File: src/rtl/lsu_misalign_splitter_pkg.sv
// Shared types and constants for the MEM-stage load/store splitter.
// Funct3 codes follow the RISC-V load/store encoding.
package lsu_misalign_splitter_pkg;

  localparam logic [2:0] F3_BYTE = 3'b000;
  localparam logic [2:0] F3_HALF = 3'b001;
  localparam logic [2:0] F3_WORD = 3'b010;
  localparam logic [2:0] F3_BU   = 3'b100;
  localparam logic [2:0] F3_HU   = 3'b101;

  localparam logic [31:0] MMIO_BASE = 32'h8000_0000;

  typedef enum logic [1:0] {
    LSU_IDLE,
    LSU_SPLIT,
    LSU_DONE
  } lsu_state_t;

  // Index of the final byte beat: 1 for halfwords, 3 for words.
  function automatic logic [1:0] last_index(input logic [2:0] f3);
    return (f3[1:0] == 2'b10) ? 2'd3 : 2'd1;
  endfunction

endpackage

File: src/rtl/lsu_misalign_splitter_if.sv
// Pipeline request/response and DataMemory signals of the load/store splitter.
interface lsu_misalign_splitter_if;
  logic        req_valid;
  logic        req_we;
  logic [2:0]  req_funct3;
  logic [31:0] req_addr;
  logic [31:0] req_wdata;
  logic        stall;
  logic        fault;
  logic        resp_valid;
  logic [31:0] resp_rdata;
  logic        mem_we;
  logic [2:0]  mem_funct3;
  logic [31:0] mem_addr;
  logic [31:0] mem_wdata;
  logic [31:0] mem_rdata;

  modport slave (
    input  req_valid, req_we, req_funct3, req_addr, req_wdata, mem_rdata,
    output stall, fault, resp_valid, resp_rdata, mem_we, mem_funct3, mem_addr, mem_wdata
  );

  modport master (
    output req_valid, req_we, req_funct3, req_addr, req_wdata, mem_rdata,
    input  stall, fault, resp_valid, resp_rdata, mem_we, mem_funct3, mem_addr, mem_wdata
  );
endinterface

File: src/rtl/lsu_misalign_splitter_load_extend.sv
// Sign/zero-extends a little-endian 4-byte load buffer according to the load funct3.
module lsu_load_extend
  import lsu_misalign_splitter_pkg::*;
(
  input  logic [31:0] raw,
  input  logic [2:0]  funct3,
  output logic [31:0] result
);

  always_comb begin
    case (funct3)
      F3_BYTE: result = {{24{raw[7]}}, raw[7:0]};
      F3_BU:   result = {24'd0, raw[7:0]};
      F3_HALF: result = {{16{raw[15]}}, raw[15:0]};
      F3_HU:   result = {16'd0, raw[15:0]};
      default: result = raw;
    endcase
  end

endmodule

File: src/rtl/lsu_misalign_splitter.sv
// MEM-stage front end: aligned accesses pass through combinationally, misaligned
// ones are replayed as single-byte beats while the pipeline stalls.
module lsu_misalign_splitter
  import lsu_misalign_splitter_pkg::*;
#(
  parameter bit ALLOW_MISALIGNED = 1'b1
) (
  input  logic clk,
  input  logic rst_n,
  lsu_misalign_splitter_if.slave bus
);

  lsu_state_t  state_reg;
  logic [1:0]  cnt_reg;
  logic [1:0]  last_reg;
  logic [31:0] addr_reg;
  logic [31:0] wdata_reg;
  logic [2:0]  funct3_reg;
  logic        we_reg;

  logic        misaligned;
  logic        fault_cond;
  logic        accept;
  logic [7:0]  wr_byte;
  logic [31:0] assembled;
  logic [31:0] extended;

  // Memory picks the halfword by addr[1] alone, so offset 1 is misaligned too.
  always_comb begin
    misaligned = ((bus.req_funct3[1:0] == 2'b01) && bus.req_addr[0]) ||
                 ((bus.req_funct3[1:0] == 2'b10) && (bus.req_addr[1:0] != 2'b00));
    fault_cond = ((bus.req_addr & MMIO_BASE) != 32'd0) || !ALLOW_MISALIGNED;
    accept     = (state_reg == LSU_IDLE) && bus.req_valid && misaligned && !fault_cond;
  end

  always_ff @(posedge clk or negedge rst_n) begin
    if (!rst_n) begin
      state_reg  <= LSU_IDLE;
      cnt_reg    <= 2'd0;
      last_reg   <= 2'd0;
      addr_reg   <= 32'd0;
      wdata_reg  <= 32'd0;
      funct3_reg <= 3'd0;
      we_reg     <= 1'b0;
    end else begin
      case (state_reg)
        LSU_IDLE: begin
          if (accept) begin
            addr_reg   <= bus.req_addr;
            wdata_reg  <= bus.req_wdata;
            funct3_reg <= bus.req_funct3;
            we_reg     <= bus.req_we;
            last_reg   <= last_index(bus.req_funct3);
            cnt_reg    <= 2'd0;
            state_reg  <= LSU_SPLIT;
          end
        end
        LSU_SPLIT: begin
          if (cnt_reg == last_reg) state_reg <= LSU_DONE;
          else                     cnt_reg   <= cnt_reg + 2'd1;
        end
        default: state_reg <= LSU_IDLE;
      endcase
    end
  end

  // One capture register per result byte; beat k fills byte k (little-endian).
  genvar gi;
  generate
    for (gi = 0; gi < 4; gi++) begin : g_lane
      logic [7:0] lane_reg;
      always_ff @(posedge clk or negedge rst_n) begin
        if (!rst_n)
          lane_reg <= 8'd0;
        else if (accept)
          lane_reg <= 8'd0;
        else if (state_reg == LSU_SPLIT && !we_reg && cnt_reg == 2'(gi))
          lane_reg <= bus.mem_rdata[7:0];
      end
      assign assembled[8*gi +: 8] = lane_reg;
    end
  endgenerate

  always_comb begin
    case (cnt_reg)
      2'd0:    wr_byte = wdata_reg[7:0];
      2'd1:    wr_byte = wdata_reg[15:8];
      2'd2:    wr_byte = wdata_reg[23:16];
      default: wr_byte = wdata_reg[31:24];
    endcase
  end

  lsu_load_extend u_extend (
    .raw    (assembled),
    .funct3 (funct3_reg),
    .result (extended)
  );

  // Outputs are forced low while reset is held so no write can leak out mid-split.
  always_comb begin
    bus.stall      = 1'b0;
    bus.fault      = 1'b0;
    bus.resp_valid = 1'b0;
    bus.resp_rdata = 32'd0;
    bus.mem_we     = 1'b0;
    bus.mem_funct3 = 3'd0;
    bus.mem_addr   = 32'd0;
    bus.mem_wdata  = 32'd0;
    if (rst_n) begin
      case (state_reg)
        LSU_IDLE: begin
          bus.mem_addr   = bus.req_addr;
          bus.mem_funct3 = bus.req_funct3;
          bus.mem_wdata  = bus.req_wdata;
          bus.resp_rdata = bus.mem_rdata;
          if (!misaligned) begin
            bus.mem_we     = bus.req_valid & bus.req_we;
            bus.resp_valid = bus.req_valid & ~bus.req_we;
          end else if (fault_cond) begin
            bus.fault = bus.req_valid;
          end else begin
            bus.stall = bus.req_valid;
          end
        end
        LSU_SPLIT: begin
          bus.stall      = 1'b1;
          bus.mem_addr   = addr_reg + {30'd0, cnt_reg};
          bus.mem_funct3 = we_reg ? F3_BYTE : F3_BU;
          bus.mem_wdata  = {24'd0, wr_byte};
          bus.mem_we     = we_reg;
        end
        LSU_DONE: begin
          bus.mem_addr   = addr_reg;
          bus.mem_funct3 = funct3_reg;
          bus.resp_valid = ~we_reg;
          bus.resp_rdata = we_reg ? 32'd0 : extended;
        end
        default: ;
      endcase
    end
  end

endmodule

File: src/flat_wrapper.sv
// flat-port wrapper written by rule: the top's interface ports become plain ports
module lsu_misalign_splitter_flat import lsu_misalign_splitter_pkg::*;
#(
  parameter bit ALLOW_MISALIGNED = 1'b1
)
  (clk, rst_n, bus_req_valid, bus_req_we, bus_req_funct3, bus_req_addr, bus_req_wdata, bus_mem_rdata, bus_stall, bus_fault, bus_resp_valid, bus_resp_rdata, bus_mem_we, bus_mem_funct3, bus_mem_addr, bus_mem_wdata);
  lsu_misalign_splitter_if bus_i ();
  input  logic clk;
  input  logic rst_n;
  input wire logic [$bits(bus_i.req_valid)-1:0] bus_req_valid;
  input wire logic [$bits(bus_i.req_we)-1:0] bus_req_we;
  input wire logic [$bits(bus_i.req_funct3)-1:0] bus_req_funct3;
  input wire logic [$bits(bus_i.req_addr)-1:0] bus_req_addr;
  input wire logic [$bits(bus_i.req_wdata)-1:0] bus_req_wdata;
  input wire logic [$bits(bus_i.mem_rdata)-1:0] bus_mem_rdata;
  output wire logic [$bits(bus_i.stall)-1:0] bus_stall;
  output wire logic [$bits(bus_i.fault)-1:0] bus_fault;
  output wire logic [$bits(bus_i.resp_valid)-1:0] bus_resp_valid;
  output wire logic [$bits(bus_i.resp_rdata)-1:0] bus_resp_rdata;
  output wire logic [$bits(bus_i.mem_we)-1:0] bus_mem_we;
  output wire logic [$bits(bus_i.mem_funct3)-1:0] bus_mem_funct3;
  output wire logic [$bits(bus_i.mem_addr)-1:0] bus_mem_addr;
  output wire logic [$bits(bus_i.mem_wdata)-1:0] bus_mem_wdata;
  assign bus_i.req_valid = bus_req_valid;
  assign bus_i.req_we = bus_req_we;
  assign bus_i.req_funct3 = bus_req_funct3;
  assign bus_i.req_addr = bus_req_addr;
  assign bus_i.req_wdata = bus_req_wdata;
  assign bus_i.mem_rdata = bus_mem_rdata;
  assign bus_stall = bus_i.stall;
  assign bus_fault = bus_i.fault;
  assign bus_resp_valid = bus_i.resp_valid;
  assign bus_resp_rdata = bus_i.resp_rdata;
  assign bus_mem_we = bus_i.mem_we;
  assign bus_mem_funct3 = bus_i.mem_funct3;
  assign bus_mem_addr = bus_i.mem_addr;
  assign bus_mem_wdata = bus_i.mem_wdata;
  lsu_misalign_splitter #(.ALLOW_MISALIGNED(ALLOW_MISALIGNED)) u_core (.clk(clk), .rst_n(rst_n), .bus(bus_i));
endmodule
File: config.mk
export PLATFORM = sky130hd
export DESIGN_NAME = lsu_misalign_splitter_flat
export DESIGN_NICKNAME = d
export VERILOG_FILES = /design/src/rtl/lsu_misalign_splitter_pkg.sv /design/src/rtl/lsu_misalign_splitter_if.sv /design/src/rtl/lsu_misalign_splitter_load_extend.sv /design/src/rtl/lsu_misalign_splitter.sv /design/src/flat_wrapper.sv
export SDC_FILE = /design/constraint.sdc
export NUM_CORES = 1
export LEC_CHECK = 0
export BUFFER_PORTS_ARGS = -buffer_cell sky130_fd_sc_hd__buf_2
export CELL_PAD_IN_SITES_DETAIL_PLACEMENT = 0
export CELL_PAD_IN_SITES_GLOBAL_PLACEMENT = 2
export CORE_UTILIZATION = 33
export DETAILED_ROUTE_END_ITERATION = 8
export HOLD_SLACK_MARGIN = 0.02
export PLACE_DENSITY_LB_ADDON = 0.1
export SYNTH_ARGS = -nofsm -noshare
export SYNTH_HDL_FRONTEND = slang
export SYNTH_SLANG_ARGS = --single-unit
File: constraint.sdc
create_clock -name clk -period 3.9 [get_ports clk]
set_input_delay 0 -clock clk [delete_from_list [all_inputs] [get_ports clk]]
set_output_delay 0 -clock clk [all_outputs]
set_load 0.02 [all_outputs]
# After elaboration in Yosys (flattened, before gate mapping)
# Index checks and enable logic that the tools add are counted.
classes:
  n_addsub: 2
  mul: 0
  div_mod_pow: 0
  magnitude_cmp: 0
  n_eq_ne: 14
  shifts: 0
  n_mux: 41
  bitwise: 4
  reduce_logical: 25
op_table:
  columns: ["cell", "count"]
  rows:
  - ["$mux 32", 4]
  - ["$pmux 32 s2", 2]
  - ["$pmux 32 s4", 1]
  - ["$pmux 32 s3", 1]
  - ["$mux 8", 8]
  - ["$add 32x2->32", 1]
  - ["$pmux 8 s3", 1]
  - ["$reduce_bool 2->1", 6]
  - ["$mux 1", 11]
  - ["$logic_and 1x1->1", 10]
  - ["$mux 2", 5]
  - ["$pmux 3 s3", 1]
  - ["$eq 2x2->1 const B", 4]
  - ["$pmux 2 s2", 2]
  - ["$eq 2x1->1 const B", 3]
  - ["$eq 3x3->1 const B", 2]
  - ["$mux 3", 2]
  - ["$pmux 1 s2", 3]
  - ["$logic_not 2->1", 2]
  - ["$ne 2x1->1 const B", 2]
  - ["$reduce_and 2->1", 2]
  - ["$eq 3x1->1 const B", 1]
  - ["$logic_not 3->1", 1]
  - ["$reduce_and 3->1", 1]
  - ["other kinds (7)", 10]
word_totals:
  ff_bits: 106
  latch_bits: 0
  ramBits: 0
  rom_bits: 0
  output_inout_bits: 103
  wordCells: 97
  memories: 0

# Logic depth before layout (Yosys ltp)
# Gate-level depths: netlist of run 1.
depth:
  word_depth: 7
  mapped_depth: 8
  mapped_depth_nobuf: 7

# By module
# A second synthesis of run 1 with hierarchy kept.
unflattened:
  cells_unflattened: 903
  hier_area_um2: 6865.3
modules_own_cells:
  columns: ["mod", "instances", "cells_per_inst", "area_per_inst_um2", "seq_area_each_um2"]
  rows:
  - ["lsu_misalign_splitter", 1, 836, 6510.0, 2652.5]
  - ["lsu_load_extend", 1, 67, 355.3, 0.0]

# Worst setup path after synthesis of run 1
# No wires, ideal clock.
synth_timing:
  kind: "register to output"
  startpoint: "reg u_core.cnt_reg[1]"
  endpoint: "out bus_mem_addr[21]"
  arrival_time_ns: 2.238
  slack_ns: 1.662
  path_stages_with_launch: 7
  path_cell_list: "dfrtp_1 -> ha_1 -> a21o_1 -> nor4b_4 -> buf_4 -> nand2_1 -> o311ai_0"
synth_between:
  elab_chain_len: 3
synth_lines:
  columns: ["element", "line", "rtl"]
  rows:
  - ["start: declaration", "lsu_misalign_splitter.sv:14", "logic [1:0] cnt_reg;"]
  - ["start signal: assignment", "lsu_misalign_splitter.sv:60", "else cnt_reg <= cnt_reg + 2'd1;"]
  - ["$add 32x2->32", "lsu_misalign_splitter.sv:127", "bus.mem_addr = addr_reg + {30'd0, cnt_reg};"]
  - ["$pmux 32 s3", "lsu_misalign_splitter.sv:110", "case (state_reg)"]
  - ["$mux 32", "lsu_misalign_splitter.sv:109", "if (rst_n) begin"]
  - ["end: declaration", "flat_wrapper.sv:22", "output wire logic [$bits(bus_i.mem_addr)-1:0] bus_mem_addr;"]
# No other way between the ends.

# Worst setup path in the final report of run 1
layout_timing:
  startpoint: "reg u_core.cnt_reg[0]"
  endpoint: "out bus_mem_addr[30]"
# Same word-level chain as after synthesis.

==> results of run 1 <==
==> worst max path at each step <==
stage | to | slack, ns | depth (start not counted)
after floorplan | bus_mem_addr[21] | 1.66 | 6
after global placement | bus_mem_addr[30] | 1.21 | 8
after detailed placement | bus_mem_addr[30] | 1.12 | 8
after CTS | bus_mem_addr[30] | 0.73 | 8
after global routing | bus_mem_addr[30] | 0.55 | 8
final | bus_mem_addr[30] | 0.76 | 8
==> synthesized netlist by cell type (all sizes together) <==
master | number | area [µm²]
a211o | 7 | 61.31
a211oi | 1 | 7.510
a21boi | 4 | 30.03
a21o | 1 | 7.510
a21oi | 44 | 220.2
a222oi | 8 | 80.08
a22oi | 8 | 60.06
and2 | 33 | 206.5
and3 | 3 | 18.77
and4 | 1 | 8.760
buf | 27 | 145.1
clkbuf | 26 | 98.84
dfrtp | 106 | 2653
fa | 1 | 20.02
ha | 7 | 87.58
inv | 10 | 37.53
mux2 | 63 | 709.4
mux2i | 60 | 600.6
nand2 | 72 | 270.3
nand2b | 5 | 31.28
nand3 | 18 | 90.09
nand3b | 1 | 7.510
nand4 | 12 | 90.09
nand4b | 1 | 8.760
nor2 | 73 | 274.0
nor2b | 3 | 18.77
nor3 | 6 | 35.03
nor3b | 3 | 22.52
nor4 | 2 | 18.77
nor4b | 1 | 23.77
o211ai | 1 | 7.510
o21a | 1 | 7.510
o21ai | 45 | 225.2
o22ai | 21 | 131.4
o311ai | 2 | 17.52
o32ai | 1 | 8.760
or2 | 1 | 6.260
or2b | 1 | 7.510
or3 | 1 | 6.260
or4b | 1 | 10.01
xnor2 | 9 | 78.83
xor2 | 20 | 175.2
==> where the power goes <==
part,total (mW),switching [mW],leakage [nW],internal (mW)
sequential,2.17,0.558,1.31,1.61
combinational,2.42,1.32,2.52,1.10
clock,0.996,0.433,0.156,0.564
==> cell families after synthesis <==
kind of cell    after synthesis  synth area share
compound gates              144            0.1305
flops                       106            0.4004
xor+xnor                     29           0.03834
mux                         123            0.1977
buf+inv                      63           0.04249
fa+ha+maj                     8           0.01624
simple gates                238            0.1743
==> cell type report <==
cell class | instances | area [µm²]
clock inverters | 6 | 91.34
flip-flops and latches | 106 | 2655
fillers | 1955 | 10670
well taps | 265 | 331.6
repair buffers | 293 | 1882
inverters | 10 | 37.54
multi-input cells | 542 | 3701
clock buffers | 9 | 225.2
==> worst max-delay path: cells and delay by family (launching register included) <==
family                   cells  cell delay [ns]
AO/OA/AOI/OAI                1             0.18
buffers and inverters        1             0.21
adder cells (fa/ha/maj)      2             0.52
flip-flops                   1             0.50
AND/OR/NAND/NOR              3             1.20
XOR/XNOR                     1             0.19
==> per-layer routing <==
| layer | up-vias | GRT usage | share of wire |
|---|---|---|---|
| met1 | 3011 | 0.2817 | 0.48 |
| met2 | 145 | 0.3421 | 0.47 |
| met4 | 0 | 0.05543 | 0.011 |
| met5 | - | 0 | 0 |
| li1 | 3008 | - | - |
| met3 | 15 | 0.02532 | 0.037 |
==> through the flow <==
stage / area [µm²] / cells / setup WS, ns
after CTS: 8924 / 1231 / 0.7349
final: 8924 / 1231 / 0.7593
after detailed placement: 7836 / 1139 / 1.123
after global placement: 7836 / 1139 / 1.211
after global routing: 8924 / 1231 / 0.5504
after floorplan: 6625 / 711 / 1.662
==> what timing repair did <==
action / CTS / global route
hold endpoints to repair: 138 / 0
hold buffers: 77 / 0
endpoints found under the setup margin: 0 / 0
==> results.py, run 1 <==
metrics = {
    "yosys": {
        "synth.lib_cells_used.distinct": 50,
        "syn_avg_cell_area_um2": 9.318,
        "yosysSeqAreaShare": 0.4004,
        "synth-seq-cells": 106,
        "synthesized_netlist_cell_count": 711,
        "synthesis.yosys.warnings": 0,
        "synth_fp_nets": 822,
        "synth_area_um2": 6625,
    },
    "grt": {
        "grt_overflow": 0,
        "first_global_vias": 6039,
        "grt_antenna_before_repair": 0,
        "grt_use_total": 0.2061,
        "pin_count_of_the_biggest_net_entering_global_routing": 67,
        "grt_first_pass_wirelength_mm": 32.53,
    },
    "clock_tree": {
        "clock-sinks": 106,
        "clock_pin_slew_worst_setup_and_hold_paths_ns": 0.08,
        "worst_skew_pair.late_latency_ns": 0.35,
        "cts_resized": 0,
        "cts_buffers": 9,
        "root_buffer": "sky130_fd_sc_hd__clkbuf_16",
        "clock_tree.htree_level_count": 3,
        "clk_path_buf_depth": 2,
        "tritoncts": "yes",
        "postCtsSetupRepairBufs": 0,
    },
    "worst_setup_path": {
        "type_of_the_worst_setup_path": "flop to output port",
        "critPathLaunchType": "flop",
        "worstPathCellList": "ha_1 > fa_1 > nand4_1 > nor3_1 > nand3_1 > xor2_1 > o22ai_1 > buf_2",
        "worst_ep_required_time_ns": 3.90,
        "critPathSlowestCell": "sky130_fd_sc_hd__nor3_1",
        "endpoint_kind": "output port",
        "beginning_of_the_critical_path": "u_core.cnt_reg[0]$_DFFE_PN0P_",
        "delay_of_the_slowest_cell_on_the_worst_path_ns": 0.85,
        "worst-endpoint-arrival_ns": 3.14,
        "regToRegSetupSlack_ns": 1.36,
        "r2r-end": "u_core.wdata_reg[13]$_DFFE_PN0P_",
        "timing.reg2reg.worst_path_depth": 5,
        "path_max_fanout": 7,
        "worst_r2r_startpoint": "u_core.state_reg[1]$_DFFE_PN0P_",
    },
    "timing": {
        "timing.setup.tns_ns": 0,
        "timing.clock.skew_ns": 0.009825,
        "timing.hold.ws_ns": 0.08099,
        "finalWorstPathRequiredPeriod_ns": 3.141,
        "worstMarginPinSlew_ns": 1.120,
        "timing.max_slew.rel_slack": 0.2505,
        "clock.fmax_mhz": 318.4,
        "report.final.hold_viol_count": 0,
        "timing.final.crit_share": 0.8053,
        "setup_repair_after_global_routing_missed_its_margin": "false",
        "finalSetupViolations": 0,
        "finalMaxSlewViolations": 0,
    },
    "min_path": {
        "min-delay-path-class": "input pin to async pin",
    },
    "route": {
        "antenna_violating_nets_post_route": 0,
        "routed_wirelength_mm": 20.72,
        "drt_first_pass_iters": 4,
        "avgRoutedWirePerCell_um": 16.83,
        "detailedRoute.firstIterationViolations": 311,
        "detailroute.via_count": 6179,
        "post_drt_via_cell_ratio": 5.019,
        "drt_drc_violations_left": 0,
    },
    "floorplan": {
        "die_wd_um": 143.7,
        "io_pins": 206,
        "fp.dieArea_um2": 20650,
        "placement_rows": 51,
        "core_um2": 19590,
        "start_util": 0.3382,
        "floorplan.die.height_um": 143.7,
    },
    "power_and_ir_drop": {
        "p_per_area_nw_per_um2": 625.2,
        "power_mw": 5.579,
        "leakagePower_nw": 3.988,
        "vdd_drop_max_mv": 0.2826,
    },
    "layout": {
        "final_common_cell": "sky130_fd_sc_hd__buf_2",
        "syn2layout_area_growth_pct": 34.69,
        "finish.net_count": 1073,
        "final_layout_size_suffix_gt1_frac": 0.3168,
        "mostFrequentLayoutCells": "sky130_fd_sc_hd__buf_2, sky130_fd_sc_hd__dfrtp_1, sky130_fd_sc_hd__dlygate4sd3_1",
        "finish.utilization": 0.4555,
        "antenna_cells_inserted": 0,
    },
    "placed_design": {
        "dp_hpwl_mm": 14.26,
        "gp_congestion": 0.7698,
        "port_buffers": 205,
    },
    "status": {
        "run_status": "completed",
    },
    "run": {
        "number_of_max_cap_violations": 0,
    },
}
Note: power is estimated with default switching activity, not from simulation.
==> run 2: changes to the inputs <==
--- a/config.mk
+++ b/config.mk
@@ -5,10 +5,11 @@
 export SDC_FILE = /design/constraint.sdc
 export NUM_CORES = 1
 export LEC_CHECK = 0
+export ABC_AREA = 1
 export BUFFER_PORTS_ARGS = -buffer_cell sky130_fd_sc_hd__buf_2
 export CELL_PAD_IN_SITES_DETAIL_PLACEMENT = 0
 export CELL_PAD_IN_SITES_GLOBAL_PLACEMENT = 2
-export CORE_UTILIZATION = 33
+export CORE_UTILIZATION = 27
 export DETAILED_ROUTE_END_ITERATION = 8
 export HOLD_SLACK_MARGIN = 0.02
 export PLACE_DENSITY_LB_ADDON = 0.1
==> constraint.sdc (replaced) <==
create_clock -name clk -period 2.9 [get_ports clk]
set_input_delay 0 -clock clk [delete_from_list [all_inputs] [get_ports clk]]
set_output_delay 0 -clock clk [all_outputs]
set_load 0.02 [all_outputs]
==> results.py, run 2 <==
metrics = {
    "status": {
        "run_status": "completed",
    },
    "clock_tree": {
        "cts_buffers": 9,
        "root_buffer": "sky130_fd_sc_hd__clkbuf_16",
        "postCtsSetupRepairBufs": 0,
        "clock_pin_slew_worst_setup_and_hold_paths_ns": 0.08,
        "clock_tree.htree_level_count": 3,
        "worst_skew_pair.late_latency_ns": 0.36,
        "tritoncts": "yes",
        "clock-sinks": 106,
        "clk_path_buf_depth": 2,
    },
    "timing": {
        "finalMaxSlewViolations": 0,
        "setup_repair_after_global_routing_missed_its_margin": "false",
        "timing.max_slew.rel_slack": 0.3488,
        "report.final.hold_viol_count": 0,
        "finalWorstPathRequiredPeriod_ns": 2.629,
        "timing.setup.tns_ns": 0,
        "timing.final.crit_share": 0.9066,
        "finalSetupViolations": 0,
        "final.setup.worst_slack_ns": 0.2708,
        "clock.fmax_mhz": 380.3,
        "timing.clock.skew_ns": 0.01472,
        "worstMarginPinSlew_ns": 0.9768,
    },
    "route": {
        "detailroute.via_count": 7588,
        "drt_first_pass_iters": 7,
        "antenna_violating_nets_post_route": 0,
        "avgRoutedWirePerCell_um": 16.23,
        "detailedRoute.firstIterationViolations": 405,
        "drt_drc_violations_left": 0,
        "routed_wirelength_mm": 26.76,
        "post_drt_via_cell_ratio": 4.602,
    },
    "worst_setup_path": {
        "path_max_fanout": 8,
        "type_of_the_worst_setup_path": "flop to output port",
        "worst-endpoint-arrival_ns": 2.63,
        "endpoint_kind": "output port",
        "regToRegSetupSlack_ns": 0.64,
        "critPathLaunchType": "flop",
        "worst_ep_required_time_ns": 2.90,
    },
    "grt": {
        "grtUsageMet3": 0.02903,
        "pin_count_of_the_biggest_net_entering_global_routing": 95,
        "grt_util_met1": 0.2712,
        "first_global_vias": 7508,
        "grt_overflow": 0,
        "grt_antenna_before_repair": 0,
        "gr-usage-met2": 0.3650,
        "grt_use_total": 0.2082,
        "grt.busiest_layer": "met2",
        "grt_first_pass_wirelength_mm": 42.50,
    },
    "placed_design": {
        "post-place-cells": 1567,
        "place_ws_ns": 0.5491,
        "gp_congestion": 0.8197,
        "dp_hpwl_mm": 19.27,
        "port_buffers": 205,
    },
    "power_and_ir_drop": {
        "clock_power_share": 0.167,
        "leakagePower_nw": 4.818,
        "power_dissipated_by_switching_net_loads_mw": 3.713,
        "vdd_drop_max_mv": 0.2814,
        "p_per_area_nw_per_um2": 835.5,
        "combinational_share_of_power": 0.465,
        "intPower_mw": 4.022,
        "power_switching_share": 0.4800,
        "seq_power_share": 0.368,
    },
    "yosys": {
        "synth_top_cells_by_count": "sky130_fd_sc_hd__nand2_1, sky130_fd_sc_hd__inv_1, sky130_fd_sc_hd__dfrtp_1",
        "synth_area_um2": 6993,
        "netlist.top_cell.by_area": "sky130_fd_sc_hd__dfrtp_1",
        "synthesized_netlist_cell_count": 1071,
        "synthMostInstantiatedCell": "sky130_fd_sc_hd__nand2_1",
        "synth_edf_count": 0,
        "synth_largest_type_area_fraction": 0.3793,
        "yosysSeqAreaShare": 0.3793,
        "synth-seq-cells": 106,
        "async_flop_share": 1.000,
        "synth.top_cells.by_area": "sky130_fd_sc_hd__dfrtp_1, sky130_fd_sc_hd__nand2_1, sky130_fd_sc_hd__inv_1, sky130_fd_sc_hd__nor2_1, sky130_fd_sc_hd__a21oi_1",
        "synth_fp_nets": 1182,
        "synth.lib_cells_used.distinct": 33,
        "synthesis.yosys.warnings": 0,
        "ys.flop_type": "sky130_fd_sc_hd__dfrtp_1",
        "syn_avg_cell_area_um2": 6.529,
    },
    "layout": {
        "finish.net_count": 1425,
        "fillerInstances": 2831,
        "final_layout_size_suffix_gt1_frac": 0.1964,
        "syn2layout_area_growth_pct": 32.39,
        "final_common_cell": "sky130_fd_sc_hd__nand2_1",
        "post_layout_nonfiller_instances": 1649,
        "antenna_cells_inserted": 0,
        "mostFrequentLayoutCells": "sky130_fd_sc_hd__nand2_1, sky130_fd_sc_hd__buf_2, sky130_fd_sc_hd__inv_1",
        "regArea_um2": 2653,
        "multi_input_area_um2": 3571,
    },
    "floorplan": {
        "start_util": 0.2761,
        "die_wd_um": 162.9,
        "fp.dieArea_um2": 26550,
        "placement_rows": 58,
        "io_pins": 206,
        "core_um2": 25330,
        "floorplan.die.height_um": 162.9,
    },
    "min_path": {
        "min-delay-path-class": "input pin to flop",
    },
    "run": {
        "number_of_max_cap_violations": 0,
    },
}
-- run 2: kinds of logic (layout without fill, tap and decap cells) --
kind of cell / count (synthesis) / in the layout / share of synthesized area
flip-flops: 106 / 106 / 0.3793
AND/OR/NAND/NOR: 542 / 542 / 0.3120
AO/OA/AOI/OAI: 223 / 223 / 0.1825
buffers and inverters: 192 / 440 / 0.1108
adder cells (fa/ha/maj): 8 / 8 / 0.01539
-- run 2: path summary, 6_finish.rpt --
check / startpoint / to / depth (start not counted)
worst max-delay path: u_core.cnt_reg[0]$_DFFE_PN0P_ / bus_mem_addr[26] / 11
worst min-delay path: bus_req_addr[0] / u_core.addr_reg[0]$_DFFE_PN0P_ / 3
worst max register to register: u_core.state_reg[1]$_DFFE_PN0P_ / u_core.g_lane[3].lane_reg[6]$_DFFE_PN0P_ / 9
worst min register to register: u_core.g_lane[1].lane_reg[3]$_DFFE_PN0P_ / u_core.g_lane[1].lane_reg[3]$_DFFE_PN0P_ / 2
max in group asynchronous: rst_n / u_core.wdata_reg[3]$_DFFE_PN0P_ / 4
min in group asynchronous: rst_n / u_core.addr_reg[31]$_DFFE_PN0P_ / 3
-- run 2: repair_timing --
item | 4_1_cts | 5_1_grt
setup endpoints to repair | 0 | 3
hold endpoints to repair | 113 | 0
gates resized for setup | 0 | 2
hold buffers | 66 | 0
-- run 2: layout make-up --
type,instances,share of cell area
clock buffer,10,0.02581
clock inverter,6,0.007569
inverter,140,0.05676
multi-input combinational,773,0.3857
sequential,106,0.2865
tap,330,0.04460
timing repair buffer,284,0.1930
-- run 2: critical path: stages (launching register included) --
cell                      delay (ns)
sky130_fd_sc_hd__dfrtp_1        0.49
sky130_fd_sc_hd__ha_1           0.27
sky130_fd_sc_hd__fa_1           0.25
sky130_fd_sc_hd__nand2_1        0.11
sky130_fd_sc_hd__nor2_2         0.19
sky130_fd_sc_hd__nand2_2        0.14
sky130_fd_sc_hd__nor2_2         0.27
sky130_fd_sc_hd__nand2_1        0.09
sky130_fd_sc_hd__nand2_1        0.06
sky130_fd_sc_hd__nand3_1        0.07
sky130_fd_sc_hd__a21oi_1        0.15
sky130_fd_sc_hd__buf_2          0.19
-- run 2: power groups by stage --
stage               logic, mW  registers (mW)  clock network (mW)
floorplan                2.57            2.58                   0
global placement         3.55            2.88                   0
finish                   3.60            2.85                1.29
CTS                      3.66            2.85                1.34
detailed placement       3.58            2.86                   0
global route             4.13            2.96                1.39
-- run 2: through the flow --
stage	hold slack, ns	instance area (µm²)	total power, mW	utilization
floorplan	-0.2956	6993	5.151	-
global placement	0.2129	8283	6.429	0.3270
detailed placement	0.2174	8283	6.440	0.3270
CTS	0.02829	9253	7.847	0.3653
global route	0.03839	9258	8.474	0.3655
finish	0.02587	9258	7.734	0.3655
-- run 2: layer usage --
layer  vias to the layer above  share of wire
met2                       175           0.49
met1                      3494           0.46
met4                         0          0.016
li1                       3900              -
met3                        19          0.035
met5                         -              0
